[src/rtl/alu_issue.sv]
// Issues one operation to an external combinational ALU, waits SETTLE_CYCLES, then holds the result until consumed.
// Optional feature: define ALU_ISSUE_ZERO_FLAG_EN to add the registered rsp_zero flag.
module alu_issue #(
  parameter int SETTLE_CYCLES = 1
) (
  input  logic        clk,
  input  logic        reset,
  input  logic        req_valid,
  output logic        req_ready,
  input  logic [31:0] req_a,
  input  logic [31:0] req_b,
  input  logic [2:0]  req_op,
  output logic [31:0] alu_a,
  output logic [31:0] alu_b,
  output logic [2:0]  alu_op,
  input  logic [31:0] alu_c,
  output logic        rsp_valid,
  input  logic        rsp_ready,
  output logic [31:0] rsp_data,
  output logic        busy
`ifdef ALU_ISSUE_ZERO_FLAG_EN
  ,
  output logic        rsp_zero
`endif
);

  // Handshakes: a request transfers on a rising edge with req_valid && req_ready;
  // a response transfers on a rising edge with rsp_valid && rsp_ready. Both ready
  // and valid outputs are decoded from state only.

  typedef enum logic [1:0] {
    IDLE = 2'd0,
    WAIT = 2'd1,
    RESP = 2'd2
  } state_t;

  localparam logic [3:0] SETTLE_INIT = 4'(SETTLE_CYCLES);

  state_t     state;
  state_t     state_next;
  logic [3:0] cnt;
  logic       accept;
  logic       capture;

  always_ff @(posedge clk or posedge reset) begin
    if (reset) begin
      state <= IDLE;
    end else begin
      state <= state_next;
    end
  end

  always_comb begin
    state_next = state;
    accept     = 1'b0;
    capture    = 1'b0;
    case (state)
      IDLE: begin
        if (req_valid) begin
          accept     = 1'b1;
          state_next = WAIT;
        end
      end
      WAIT: begin
        // Last decrement lands on zero: sample the settled ALU output now.
        if (cnt <= 4'd1) begin
          capture    = 1'b1;
          state_next = RESP;
        end
      end
      RESP: begin
        if (rsp_ready) begin
          state_next = IDLE;
        end
      end
      default: state_next = IDLE;
    endcase
  end

  assign req_ready = (state == IDLE);
  assign busy      = (state != IDLE);
  assign rsp_valid = (state == RESP);

  always_ff @(posedge clk or posedge reset) begin
    if (reset) begin
      cnt      <= 4'd0;
      alu_a    <= 32'd0;
      alu_b    <= 32'd0;
      alu_op   <= 3'd0;
      rsp_data <= 32'd0;
    end else begin
      if (accept) begin
        alu_a  <= req_a;
        alu_b  <= req_b;
        alu_op <= req_op;
        cnt    <= SETTLE_INIT;
      end else if (state == WAIT && cnt != 4'd0) begin
        cnt <= cnt - 4'd1;
      end
      if (capture) begin
        rsp_data <= alu_c;
      end
    end
  end

`ifdef ALU_ISSUE_ZERO_FLAG_EN
  always_ff @(posedge clk or posedge reset) begin
    if (reset) begin
      rsp_zero <= 1'b0;
    end else if (capture) begin
      rsp_zero <= (alu_c == 32'd0);
    end
  end
`endif

endmodule

[config.mk]
export PLATFORM = sky130hd
export DESIGN_NAME = alu_issue
export DESIGN_NICKNAME = d
export VERILOG_FILES = /design/src/rtl/alu_issue.sv
export SDC_FILE = /design/constraint.sdc
export NUM_CORES = 1
export LEC_CHECK = 0
export BUFFER_PORTS_ARGS = -buffer_cell sky130_fd_sc_hd__buf_2
export CORE_MARGIN = 3
export CORE_UTILIZATION = 30
export DETAILED_ROUTE_END_ITERATION = 12
export PLACE_DENSITY = 0.54
export SLEW_MARGIN = 10
export SYNTH_ARGS = -nofsm -noshare
export SYNTH_HDL_FRONTEND = slang
export SYNTH_SLANG_ARGS = --single-unit
[constraint.sdc]
create_clock -name clk -period 4 [get_ports clk]
set_clock_uncertainty 0.05 [all_clocks]
set_input_delay 0 -clock clk [delete_from_list [all_inputs] [get_ports clk]]
set_output_delay 0 -clock clk [all_outputs]
set_load 0.02 [all_outputs]
# Word level (Yosys, flattened, before mapping)
# Index checks and enable logic that the tools add are counted.
# classes
bitwise,0
mux,10
order_cmp,1
shifts,0
eq_ne,5
reduce_logical,6
div,0
n_mul,0
addsub,1
# ops
cell,n
$mux W4,2
$mux W2,3
$pmux W2 S3,1
$le A4 B1 Y1 const B,1
$mux W1,4
$ne A2 B2 Y1 const B,2
$reduce_bool A2 Y1,2
$reduce_bool A4 Y1,1
$sub A4 B1 Y4 const B,1
$reduce_and A3 Y1,1
$eq A2 B1 Y1 const B,1
$eq A2 B2 Y1 const B,1
$logic_not A2 Y1,1
$ne A2 B1 Y1 const B,1
$logic_and A1 B1 Y1,1
# totals
mem_bits_ro,0
in_bits,103
latch_bits,0
ram_bits,0
word_cells,29
memories,0
regBits,105
output_inout_bits,102

# Longest topological paths before layout
# logic_depth
ltp_word,4
mapped_depth,6
ltp_nobuf,5

# Least setup slack after synthesis
# OpenSTA, ideal clock, no wires.
# synth_timing
kind,register to register
from,register cnt[0]
to,register rsp_data[0]
setup_time_ns,0.125
n_path_buf,1
stages_incl_launch_ff,7
setup_slack_ns,2.288
period_less_slack_ns,1.712
arrival_ns,1.537
required_ns,3.825
path_cell_list,dfrtp_1 > inv_1 > ha_1 > o21a_1 > nand3b_2 > buf_2 > mux2_2
# synth_between
elab_chain_len,3
# synth_lines
element,line_no,text
"start, declared",41,logic [3:0] cnt;
"start signal, assigned",98,cnt <= cnt - 4'd1;
$le A4 B1 Y1,66,if (cnt <= 4'd1) begin
$mux W1,66,
$mux W1,57,case (state)
"end signal, assigned",101,rsp_data <= alu_c;
"end, declared",19,"output logic [31:0] rsp_data,"
# Every way passes these cells.
# A chain may end at the register's enable or synchronous reset.

# Worst setup path after layout
# layout_timing
from,register cnt[0]
to,register rsp_data[26]
# The elaborated chain is that of the path after synthesis.

==> flow_summary.ini <==
[cts]
cts_sinks = 105
cts_tree = done
cts_max_level = 3
numCtsBuffers = 9
clock_latency_ns = 0.34
root_buffer = clkbuf_16
cts.path.max_buffers = 2
clk_pin_slew_ns = 0.07
cts.repair.resized = 0

[power]
power.density_nw_per_um2 = 793
total_power_mw = 5.21
pwr-share-seq_pct = 36.1
p_int_mw = 3.24
p_comb_share_pct = 45.9
ir_drop_mv = 0.334
clkPwrFrac_pct = 17.9
leakagePower_nw = 3.13
p_switching_mw = 1.97
switching_share_pct = 37.9

[logic_synthesis]
ys_types = 25
ys.warnings.count = 0
seq_area_frac_synth_pct = 65.1
synth-xor-area-share_pct = 0
synth_seq_cells = 105
synthCells = 250
yosys-top-cells-area = dfrtp_1 65%, mux2_2 28%, buf_2 0.99%
synth_top_family_by_area = multiplexers
synth_top_cell_by_area = dfrtp_1
syn-cell-area_um2 = 4040
syn_avg_cell_area_um2 = 16.2
synth_top_area_share_pct = 65.1
synth_fa_ha_area_share_pct = 0.930
syn_nets = 356
synth_simple_gate_area_share_pct = 2.67
synth-compound-area-share_pct = 1.61
synth_mux_area_share_pct = 27.6

[setup_path]
crit_buf_inv = 1
worstPathRequired_ns = 4.18
start_kind = register
cp_slowest_cell = nand3b_2
cp_slowest_stage_delay_ns = 0.63
crit_path_max_fanout = 33
endpoint_kind = register
cpLargestDelayFamily = simple AND/OR/NAND/NOR gates
crit_path_cell_trace = inv_1 > ha_1 > o21a_1 > nand3b_2 > mux2_2
cp.arrival_ns = 2.40
r2r_slack_ns = 1.78
crit_type = reg2reg

[sta]
rsz0062_at_grt = false
setup_ws_ns = 1.78
setup_tns_ns = 0
max_freq_mhz = 450
worst_pin_slew_ns = 0.939
hold_violations = 0
finalCriticalPeriod_ns = 2.22
timing.final.crit_share_pct = 55.5
setup_viol = 0
relSlewSlack_pct = 37.4
drv_slew = 0

[detailed_routing]
ant_nets = 0
routedWlPerCell_um = 13.8
drc = 0
drt_iter0_drc = 104
via_count = 3143
vias_per_cell = 4.27
drt_first_pass_iters = 4
wl_mm = 10.1

[placement]
port_buffers = 204
hpwlAfterDp_mm = 6.54
dpl_worst_slack_ns = 1.73
place.gp.congestion = 0.758

[floorplan]
die_h_um = 122
core_um2 = 12900
rows = 41
fp.dieW_um = 122
die_area_um2 = 14900
start_util_pct = 31.4
pin_count = 205

[finish]
diodes = 0
final_nets = 665
fillers = 1101
final_layout_size_suffix_gt1_share_pct = 57.6
area_growth_syn_to_layout_pct = 62.8

[global_routing]
overflow = 0
grt_use_total_pct = 13.4
grt_max_degree = 78
grt_pass1_wl_mm = 15.8
grt_pass1_vias = 3276
grt_antenna_before_repair = 0

[status]
run_status = completed

[run]
cap_violations = 0

[hold_path]
hold_path_class = in2reg
## cell families (layout without fill, tap and decap cells)
kind of cell	Yosys count	after routing
DFF	105	105
muxes	99	99
and+or+nand+nor	17	17
buffers and inverters	16	330
AOI/OAI and AO/OA	10	10
adders and majority gates	3	3
## placed cells by master (no fill, tap or decap), types with 3 or more instances in the layout
master / n
dfrtp_1: 105
dlygate4sd3_1: 102
mux2_2: 99
clkbuf_16: 9
nand2_1: 3
buf_2: 204
nor2_1: 3
ha_1: 3
inv_1: 4
buf_4: 3
## timing repair
item                                   4_1_cts  5_1_grt
buffers inserted                             0        0
endpoints found under the hold margin      177        0
hold buffers                               102        0
## worst register-to-register path: cells and delay by family (launching register included)
| family | cells | cell delay (ns) |
|---|---|---|
| adders and majority gates | 1 | 0.18 |
| DFF | 1 | 0.43 |
| AOI/OAI and AO/OA | 1 | 0.17 |
| and+or+nand+nor | 1 | 0.63 |
| muxes | 1 | 0.55 |
| buffers and inverters | 1 | 0.10 |
## path summary, 6_finish.rpt
path | from | end | depth (start not counted)
min | rsp_ready | state[1] | 3
max | cnt[0] | rsp_data[26] | 5
max in group asynchronous | reset | alu_a[11] | 4
min reg2reg | alu_b[14] | alu_b[14] | 1
max reg2reg | cnt[0] | rsp_data[26] | 5
min in group asynchronous | reset | alu_b[22] | 3
## per-layer routing
| metal | global-route usage, % | vias up | wire [um] |
|---|---|---|---|
| met4 | 6.58 | 0 | 238 |
| met3 | 4.22 | 17 | 859 |
| met1 | 16.0 | 1504 | 4170 |
| li1 | - | 1489 | - |
| met2 | 21.8 | 133 | 4880 |
| met5 | 0 | - | 0 |
## power by group through the flow
stage	Clock (mW)	Sequential (mW)	Combinational, mW
floorplan	0	2.53	0.935
global placement	0	1.88	2.30
detailed placement	0	1.89	2.34
CTS	0.977	1.88	2.42
global route	1.02	1.95	2.56
finish	0.935	1.88	2.39
## sequential cells by signal, indices dropped and copies added (netlist names)
register,flops
state,2
alu_a,32
rsp_data,32
alu_op,3
alu_b,32
cnt,4
## cells in the mapped netlist
cell / instances
dfrtp_1: 105
mux2_2: 99
buf_2: 8
inv_1: 5
ha_1: 3
nand2_1: 3
nor2_1: 3
a21oi_1: 2
buf_4: 2
nand2b_1: 2
nor2b_1: 2
nor3_1: 2
o21ai_0: 2
a211oi_1: 1
a31oi_1: 1
a32oi_1: 1
and3_1: 1
buf_6: 1
nand3_1: 1
nand3b_2: 1
nor3b_4: 1
o211ai_1: 1
o21a_1: 1
o21bai_1: 1
or3b_2: 1
## final cells by class
type                       count  area (um2)  share of cell area [%]
timing repair buffer         309        2060                    31.4
inverter                       5        21.3                   0.324
tap                          172         215                    3.27
multi-input combinational    129        1330                    20.2
clock buffer                  10         229                    3.48
sequential                   105        2630                    40.0
clock inverter                 6        90.1                    1.37
## stage by stage
| stage | instances | cell area (um2) | hold WS, ns | utilization (%) |
|---|---|---|---|---|
| 2_1_floorplan | 250 | 4040 | 0.0576 | - |
| 3_3_place_gp | 618 | 5230 | 0.142 | 40.6 |
| 3_5_place_dp | 618 | 5230 | 0.152 | 40.6 |
| 4_1_cts | 736 | 6570 | 0.314 | 51.0 |
| 5_1_grt | 736 | 6570 | 0.342 | 51.0 |
| 6_report | 736 | 6570 | 0.336 | 51.0 |
(Power assumes the default switching activity.)
